<file path="config.mk">
export PLATFORM = sky130hd
export DESIGN_NAME = lcd_line_writer_flat
export DESIGN_NICKNAME = d
export VERILOG_FILES = /design/src/rtl/lcd_line_writer_pkg.sv /design/src/rtl/lcd_line_writer_if.sv /design/src/rtl/lcd_line_writer_title_rom.sv /design/src/rtl/lcd_line_writer.sv /design/src/flat_wrapper.sv
export SDC_FILE = /design/constraint.sdc
export NUM_CORES = 1
export LEC_CHECK = 0
export BUFFER_PORTS_ARGS = -buffer_cell sky130_fd_sc_hd__buf_2
export CAP_MARGIN = 20
export CORE_ASPECT_RATIO = 1.25
export CORE_MARGIN = 2
export CORE_UTILIZATION = 35
export DETAILED_ROUTE_END_ITERATION = 8
export PLACE_DENSITY = 0.64
export SETUP_SLACK_MARGIN = 0.4
export SKIP_LAST_GASP = 1
export SYNTH_ARGS = -nofsm -noshare
export SYNTH_HDL_FRONTEND = slang
export SYNTH_SLANG_ARGS = --single-unit
</file>
<file path="constraint.sdc">
create_clock -name clk -period 3 [get_ports clk]
set_input_delay 0.3 -clock clk [delete_from_list [all_inputs] [get_ports clk]]
set_output_delay 0.3 -clock clk [all_outputs]
set_load 0.005 [all_outputs]
</file>
<file path="src/rtl/lcd_line_writer_pkg.sv">
`default_nettype none
// ============================================================================
//  Module   : lcd_pkg
//  Purpose  : Shared constants for the character-LCD line writer: HD44780
//             command bytes, the blank character, the title text table and
//             the write-engine state encoding.
//  Ports    : none (package)
//  Revision : 1.0  initial release
// ============================================================================
package lcd_pkg;

  // HD44780 commands (8-bit interface, 2 lines, 5x8 font)
  localparam logic [7:0] FUNC_SET   = 8'h38;
  localparam logic [7:0] DISP_ON    = 8'h0C;
  localparam logic [7:0] ENTRY      = 8'h06;
  localparam logic [7:0] CLEAR      = 8'h01;
  localparam logic [7:0] LINE1      = 8'h80;
  localparam logic [7:0] CHAR_SPACE = 8'h20;

  // Width of the position / item index (covers LINE_LEN up to 40 plus the
  // leading cursor command).
  localparam int POS_W = 6;

  // Title table. Every entry is padded with spaces to TITLE_LEN so a single
  // packed width holds them all; character 0 is the most significant byte.
  localparam int TITLE_CNT = 4;
  localparam int TITLE_LEN = 12;
  localparam logic [8*TITLE_LEN-1:0] TITLES [TITLE_CNT] = '{
    "MODE1: WATCH",
    "MODE2: ALARM",
    "MODE3: STOP ",
    "MODE4: SET  "
  };

  typedef enum logic [2:0] {
    ST_PWR_WAIT = 3'd0,
    ST_INIT     = 3'd1,
    ST_CLR_WAIT = 3'd2,
    ST_DRAW     = 3'd3,
    ST_IDLE     = 3'd4
  } state_e;

endpackage
`default_nettype wire

</file>
<file path="src/rtl/lcd_line_writer_if.sv">
`default_nettype none
// ============================================================================
//  Module   : lcd_line_writer_if
//  Purpose  : Bundle between the mode controller and the LCD pins.
//  Signals  : mode     - selected title index        (master -> slave)
//             refresh  - one-cycle redraw request    (master -> slave)
//             busy     - engine initialising/drawing (slave  -> master)
//             lcd_e    - LCD enable strobe           (slave  -> pins)
//             lcd_rs   - 0 = command, 1 = data       (slave  -> pins)
//             lcd_rw   - always 0, write only        (slave  -> pins)
//             lcd_data - LCD data bus                (slave  -> pins)
//  Revision : 1.0  initial release
// ============================================================================
interface lcd_line_writer_if #(
  parameter int MODE_W = 2
);
  logic [MODE_W-1:0] mode;
  logic              refresh;
  logic              busy;
  logic              lcd_e;
  logic              lcd_rs;
  logic              lcd_rw;
  logic [7:0]        lcd_data;

  modport master (
    output mode, refresh,
    input  busy, lcd_e, lcd_rs, lcd_rw, lcd_data
  );

  modport slave (
    input  mode, refresh,
    output busy, lcd_e, lcd_rs, lcd_rw, lcd_data
  );
endinterface
`default_nettype wire

</file>
<file path="src/rtl/lcd_line_writer_title_rom.sv">
`default_nettype none
// ============================================================================
//  Module   : lcd_title_rom
//  Purpose  : Combinational map of (mode, character position) to an ASCII
//             byte. Positions past the title end and unknown modes give a
//             space.
//  Ports    : mode_i [MODE_W] - title index
//             pos_i  [POS_W]  - character position on the line
//             char_o [8]      - ASCII character
//  Revision : 1.0  initial release
// ============================================================================
module lcd_title_rom
  import lcd_pkg::*;
#(
  parameter int MODE_W = 2,
  parameter int POS_W  = 6
) (
  input  logic [MODE_W-1:0] mode_i,
  input  logic [POS_W-1:0]  pos_i,
  output logic [7:0]        char_o
);

  always_comb begin
    char_o = CHAR_SPACE;
    for (int m = 0; m < TITLE_CNT; m++) begin
      for (int p = 0; p < TITLE_LEN; p++) begin
        if ((32'(mode_i) == 32'(m)) && (32'(pos_i) == 32'(p))) begin
          char_o = TITLES[m][8*(TITLE_LEN-1-p) +: 8];
        end
      end
    end
  end

endmodule
`default_nettype wire

</file>
<file path="src/rtl/lcd_line_writer.sv">
`default_nettype none
// ============================================================================
//  Module   : lcd_line_writer
//  Purpose  : Character-LCD write engine. After reset it waits for LCD
//             power-up, runs the HD44780 8-bit init, then writes the
//             selected mode title to line 1. Redraws on mode change or
//             refresh; events arriving while busy are remembered and served
//             with one extra redraw once the current sequence ends.
//  Ports    : clk   - system clock
//             rst_n - asynchronous active-low reset
//             bus   - lcd_line_writer_if.slave (mode, refresh, busy, LCD pins)
//  Revision : 1.0  initial release
// ============================================================================
module lcd_line_writer
  import lcd_pkg::*;
#(
  parameter int NUM_MODES = 4,
  parameter int LINE_LEN  = 16,
  parameter int WR_CYC    = 8,
  parameter int CLR_CYC   = 2000,
  parameter int PWR_CYC   = 20000
) (
  input  logic               clk,
  input  logic               rst_n,
  lcd_line_writer_if.slave   bus
);

  localparam int MODE_W   = (NUM_MODES > 1) ? $clog2(NUM_MODES) : 1;
  localparam int WAIT_MAX = (PWR_CYC > CLR_CYC) ? PWR_CYC : CLR_CYC;
  localparam int WAIT_W   = $clog2(WAIT_MAX + 1);
  localparam int PH_W     = $clog2(WR_CYC);

  state_e              state_q, state_d;
  logic [WAIT_W-1:0]   wait_q, wait_d;
  logic [PH_W-1:0]     phase_q, phase_d;
  logic [POS_W-1:0]    idx_q, idx_d;      // item within INIT or DRAW
  logic [MODE_W-1:0]   cur_mode_q, cur_mode_d;
  logic [MODE_W-1:0]   mode_prev_q;
  logic                pending_q, pending_d;
  logic                rs_hold_q;
  logic [7:0]          data_hold_q;

  logic                item_rs;
  logic [7:0]          item_data;
  logic [7:0]          rom_char;
  logic [POS_W-1:0]    rom_pos;
  logic                active;
  logic                ph_last;
  logic                start_draw;
  logic                evt;

  // DRAW item 0 is the cursor command, so text position is idx-1.
  assign rom_pos = idx_q - POS_W'(1);

  lcd_title_rom #(
    .MODE_W (MODE_W),
    .POS_W  (POS_W)
  ) u_rom (
    .mode_i (cur_mode_q),
    .pos_i  (rom_pos),
    .char_o (rom_char)
  );

  assign active  = (state_q == ST_INIT) || (state_q == ST_DRAW);
  assign ph_last = (phase_q == PH_W'(WR_CYC - 1));

  // Mode edges are ignored during PWR_WAIT: mode_prev_q comes out of reset
  // unrelated to the live input, and the first draw latches the newest mode
  // anyway, so only a refresh there needs remembering.
  assign evt = bus.refresh ||
               ((state_q != ST_PWR_WAIT) && (bus.mode != mode_prev_q));

  // Byte for the transaction currently in progress.
  always_comb begin
    item_rs   = 1'b0;
    item_data = 8'h00;
    case (state_q)
      ST_INIT: begin
        case (idx_q[1:0])
          2'd0:    item_data = FUNC_SET;
          2'd1:    item_data = DISP_ON;
          2'd2:    item_data = ENTRY;
          default: item_data = CLEAR;
        endcase
      end
      ST_DRAW: begin
        if (idx_q == '0) begin
          item_data = LINE1;
        end else begin
          item_rs   = 1'b1;
          item_data = rom_char;
        end
      end
      default: ;
    endcase
  end

  always_comb begin
    state_d    = state_q;
    wait_d     = wait_q;
    phase_d    = phase_q;
    idx_d      = idx_q;
    cur_mode_d = cur_mode_q;
    pending_d  = pending_q;
    start_draw = 1'b0;

    case (state_q)
      ST_PWR_WAIT: begin
        if (wait_q == WAIT_W'(PWR_CYC - 1)) begin
          state_d = ST_INIT;
          phase_d = '0;
          idx_d   = '0;
        end else begin
          wait_d = wait_q + WAIT_W'(1);
        end
      end
      ST_INIT: begin
        if (ph_last) begin
          phase_d = '0;
          if (idx_q == POS_W'(3)) begin
            state_d = ST_CLR_WAIT;
            wait_d  = '0;
          end else begin
            idx_d = idx_q + POS_W'(1);
          end
        end else begin
          phase_d = phase_q + PH_W'(1);
        end
      end
      ST_CLR_WAIT: begin
        if (wait_q == WAIT_W'(CLR_CYC - 1)) begin
          start_draw = 1'b1;
        end else begin
          wait_d = wait_q + WAIT_W'(1);
        end
      end
      ST_DRAW: begin
        if (ph_last) begin
          phase_d = '0;
          if (idx_q == POS_W'(LINE_LEN)) begin
            // A queued request chains straight into a new draw.
            if (pending_q) begin
              start_draw = 1'b1;
            end else begin
              state_d = ST_IDLE;
            end
          end else begin
            idx_d = idx_q + POS_W'(1);
          end
        end else begin
          phase_d = phase_q + PH_W'(1);
        end
      end
      ST_IDLE: begin
        if (bus.refresh || (bus.mode != cur_mode_q)) begin
          start_draw = 1'b1;
        end
      end
      default: begin
        state_d = ST_PWR_WAIT;
        wait_d  = '0;
      end
    endcase

    if (start_draw) begin
      state_d    = ST_DRAW;
      phase_d    = '0;
      idx_d      = '0;
      cur_mode_d = bus.mode;
      pending_d  = 1'b0;
    end else if (evt && (state_q != ST_IDLE)) begin
      pending_d = 1'b1;
    end
  end

  always_ff @(posedge clk or negedge rst_n) begin
    if (!rst_n) begin
      state_q     <= ST_PWR_WAIT;
      wait_q      <= '0;
      phase_q     <= '0;
      idx_q       <= '0;
      cur_mode_q  <= '0;
      mode_prev_q <= '0;
      pending_q   <= 1'b0;
      rs_hold_q   <= 1'b0;
      data_hold_q <= 8'h00;
    end else begin
      state_q     <= state_d;
      wait_q      <= wait_d;
      phase_q     <= phase_d;
      idx_q       <= idx_d;
      cur_mode_q  <= cur_mode_d;
      mode_prev_q <= bus.mode;
      pending_q   <= pending_d;
      if (active) begin
        rs_hold_q   <= item_rs;
        data_hold_q <= item_data;
      end
    end
  end

  // Bus follows the live item during transactions and keeps the last value
  // otherwise; everything derives from registers, so a reset clears the pins
  // without waiting for a clock edge.
  assign bus.lcd_e    = active && (phase_q != '0) && (phase_q <= PH_W'(WR_CYC / 2));
  assign bus.lcd_rs   = active ? item_rs   : rs_hold_q;
  assign bus.lcd_data = active ? item_data : data_hold_q;
  assign bus.lcd_rw   = 1'b0;
  assign bus.busy     = !((state_q == ST_IDLE) && !pending_q);

endmodule
`default_nettype wire
</file>
<file path="src/flat_wrapper.sv">
// flat-port wrapper written by rule: the top's interface ports become plain ports
module lcd_line_writer_flat import lcd_pkg::*;
#(
  parameter int NUM_MODES = 4,
  parameter int LINE_LEN  = 16,
  parameter int WR_CYC    = 8,
  parameter int CLR_CYC   = 2000,
  parameter int PWR_CYC   = 20000
)
  (clk, rst_n, bus_mode, bus_refresh, bus_busy, bus_lcd_e, bus_lcd_rs, bus_lcd_rw, bus_lcd_data);
  lcd_line_writer_if bus_i ();
  input  logic clk;
  input  logic rst_n;
  input wire logic [$bits(bus_i.mode)-1:0] bus_mode;
  input wire logic [$bits(bus_i.refresh)-1:0] bus_refresh;
  output wire logic [$bits(bus_i.busy)-1:0] bus_busy;
  output wire logic [$bits(bus_i.lcd_e)-1:0] bus_lcd_e;
  output wire logic [$bits(bus_i.lcd_rs)-1:0] bus_lcd_rs;
  output wire logic [$bits(bus_i.lcd_rw)-1:0] bus_lcd_rw;
  output wire logic [$bits(bus_i.lcd_data)-1:0] bus_lcd_data;
  assign bus_i.mode = bus_mode;
  assign bus_i.refresh = bus_refresh;
  assign bus_busy = bus_i.busy;
  assign bus_lcd_e = bus_i.lcd_e;
  assign bus_lcd_rs = bus_i.lcd_rs;
  assign bus_lcd_rw = bus_i.lcd_rw;
  assign bus_lcd_data = bus_i.lcd_data;
  lcd_line_writer #(.NUM_MODES(NUM_MODES), .LINE_LEN(LINE_LEN), .WR_CYC(WR_CYC), .CLR_CYC(CLR_CYC), .PWR_CYC(PWR_CYC)) u_core (.clk(clk), .rst_n(rst_n), .bus(bus_i));
endmodule
</file>
==> impl_metrics.yaml <==
timing:
  hold_violations: 0
  drv_slew: 0
  tns_ps: -721.8
  fmax_mhz: 316.4
  final-setup-viol-count: 7
  maxSlewHeadroom: 0.3582
  fin_crit_sh: 1.053
  fin_worst_skew_ps: 9.460
  hold_slack_ps: 166.5
  tightest_slew_ps: 962.7
  rsz0062_at_grt: "true"
  post-route-min-period_ps: 3160
  timing.final.ws_setup_ps: -160.2
worst_setup_path:
  cpMostUsedCell: "or3_4"
  crit_slowest_cell: "dfrtp_2"
  cp.arrival_ps: 2860
  critPathLaunchType: "register"
  worst-setup-path-type: "reg2out"
  worstPathRequired_ps: 2700
  worstRegToRegCells: 13
  end_kind: "primary output"
  critPathLaunch: "u_core.idx_q[1]"
  r2r-start: "u_core.idx_q[1]"
  r2r_slack_ps: 310
  crit_path_max_fanout: 8
  timing.rr.end: "u_core.data_hold_q[3]"
  cp_slowest_stage_delay_ps: 400
  crit_end: "bus_lcd_data[3]"
  worstPathCellList: "inv_2 > ha_4 > or3_4 > or3_4 > o21ai_4 > buf_12 > buf_6 > nand4_1 > o31ai_2 > o22ai_1 > a211oi_2 > buf_2"
layout:
  drive_gt1_frac: 0.3426
  multi_input_area_mm2: 0.002651
  mostFrequentLayoutCell: "buf_4"
  nNetsFinal: 519
  fillerInstances: 857
  mostFrequentLayoutCells: "62 x buf_4, 39 x nor2_1, 39 x dfrtp_1"
  syn_to_final_growth_pct: 39.55
  regArea_mm2: 0.001028
  finish.utilization: 0.5023
  diodes: 0
clock_network:
  cts_tree: "done"
  clock-sinks: 41
  cts-hold-fix-buffers: 0
  cts_buffers: 5
  cts_max_path_buffers: 2
  clock-root-buffer: "clkbuf_16"
  clock_latency_ps: 280
  path_clk_slew_ps: 70
  cts-htree-levels: 2
synth:
  yosys_warnings: 0
  synth_nets: 450
  netlist_area_mm2: 0.003477
  syn_avg_cell_area_um2: 7.993
  seq_area_frac_synth: 0.2951
  synth_top_area_frac: 0.2951
  syn_inst: 435
  synth-seq-cells: 41
  ys.flop_type: "dfrtp_1"
  ys_types: 75
  synth_area_leader_cell: "dfrtp_1"
  synth.top_cells.by_area: "dfrtp_1 30%, a21oi_1 5.5%, nor2_1 4.2%"
  async_flop_share: 1.000
  synth-edff-count: 0
route:
  wl_per_cell_um: 18.81
  via_per_inst: 6.154
  routed_wirelength_um: 11870
  first_pass_iters: 4
  drc: 0
  dr.first_iter.drc_count: 226
  detail-route-antenna-nets: 0
  via_count: 3883
placement:
  routabilityCongestion: 0.9626
  port_buffers: 15
  dpl.hpwl_um: 8042
run_status:
  status: "complete, but fails checks"
  violations: "negative setup slack"
grt:
  antenna_found_initial: 0
  grt_usage: 0.2218
  grt.overflow.total: 0
  grt_first_pass_wirelength_um: 19150
  grt_max_degree: 42
  first_global_vias: 3916
floorplan:
  die_y_um: 115.4
  die_area_mm2: 0.01075
  rows: 40
  die_width_um: 93.15
  initial_core_util: 0.3600
  core_area_mm2: 0.009659
  pin_count: 17
power_and_ir_drop:
  irDropWorstVdd_v: 0.0002761
  p_per_area_mw_per_mm2: 267.0
  leakage_nw: 1.964
worst_hold_path:
  hold_path.class: "in2async"
run:
  drv_cap: 0
-- power breakdown --
part	internal (W)	leakage, nW	switching, W
logic	0.0000391	1.37	0.0000603
registers	0.000560	0.510	0.00000243
clock network	0.000415	0.0831	0.000219
total	0.00101	1.96	0.000282
-- registers in the layout, indices dropped and copies added (netlist names) --
name                count
u_core.pending_q        1
u_core.cur_mode_q       2
u_core.mode_prev_q      2
u_core.rs_hold_q        1
u_core.phase_q          3
u_core.wait_q          15
u_core.idx_q            6
u_core.state_q          3
u_core.data_hold_q      8
-- kinds of logic (layout without fill, tap and decap cells) --
| family | count (synthesis) | in the layout | synth area share |
|---|---|---|---|
| AND/OR/NAND/NOR | 167 | 167 | 0.2508 |
| AO/OA/AOI/OAI | 151 | 152 | 0.3066 |
| buffers and inverters | 45 | 114 | 0.05901 |
| flip-flops | 41 | 41 | 0.2951 |
| XOR/XNOR | 17 | 17 | 0.04282 |
| adder cells (fa/ha/maj) | 10 | 10 | 0.03598 |
| multiplexers | 3 | 3 | 0.008637 |
| other | 1 | 1 | 0.001078 |
-- critical path, delay by kind of cell (launching register included) --
family,cells,cell delay (ps)
buffers and inverters,4,490
adders and majority gates,1,180
AOI/OAI and AO/OA,4,640
DFF,1,400
and+or+nand+nor,3,860
-- cells in the mapped netlist, types with 3 or more instances --
master and n:
a41oi_1 3, ha_1 10, clkbuf_1 17, buf_2 8
o211ai_1 4, xor2_1 9, a221oi_1 8, o2bb2ai_1 5
or3_1 7, inv_1 13, nand2b_1 11, nand2_1 35
o21ai_0 24, nand3_1 12, nor4_1 4, a22oi_1 3
o32ai_1 6, a31oi_1 6, or2_2 8, o221ai_1 3
xnor2_1 8, a21oi_1 38, nor3_1 15, a22o_1 3
mux2i_1 3, dfrtp_1 41, o22ai_1 8, nand4_1 5
a211oi_1 4, nor2_1 39, o31ai_1 10, and3_1 8
-- how the worst min path moves through the flow --
stage | start | cells past startpoint | endpoint | slack, ps
2_1_floorplan | rst_n | 0 | u_core.cur_mode_q[0] | 4
3_3_place_gp | u_core.rs_hold_q | 2 | u_core.rs_hold_q | 460
3_5_place_dp | u_core.rs_hold_q | 2 | u_core.rs_hold_q | 470
4_1_cts | bus_mode[1] | 1 | u_core.mode_prev_q[1] | 190
5_1_grt | bus_mode[1] | 1 | u_core.mode_prev_q[1] | 190
6_report | rst_n | 1 | u_core.mode_prev_q[1] | 170
-- area by class of cell --
| type | instances | area share |
|---|---|---|
| Multi-Input combinational cell | 350 | 0.5464 |
| Sequential cell | 41 | 0.2120 |
| Timing Repair Buffer | 91 | 0.1607 |
| Tap cell | 126 | 0.03249 |
| Clock buffer | 6 | 0.02862 |
| Inverter | 15 | 0.01212 |
| Clock inverter | 2 | 0.007736 |
-- timing repair --
action / in CTS / in global routing
pin swaps: 21 / 11
buffers inserted: 19 / 1
resized for setup: 59 / 22
endpoints found under the setup margin: 26 / 34
cloned: 4 / 0
-- routing by layer --
layer  GRT usage  wire, µm  share of wire
met1      0.2691      4676           0.39
met2      0.3734      5779           0.49
met3     0.03446       751          0.063
met4      0.1304       659          0.056
met5           0         0              0
-- stage by stage --
step | setup slack, ps | instance area (µm²) | instances | total power, W
after floorplan | 400.5 | 3531 | 435 | 0.0006117
after global placement | -28.74 | 4028 | 599 | 0.0006547
after detailed placement | 2.941 | 4028 | 599 | 0.0006535
after CTS | -113.0 | 4732 | 630 | 0.001304
after global routing | -266.0 | 4852 | 631 | 0.001345
final | -160.2 | 4852 | 631 | 0.001296
Power figures use the tool's default switching activity.
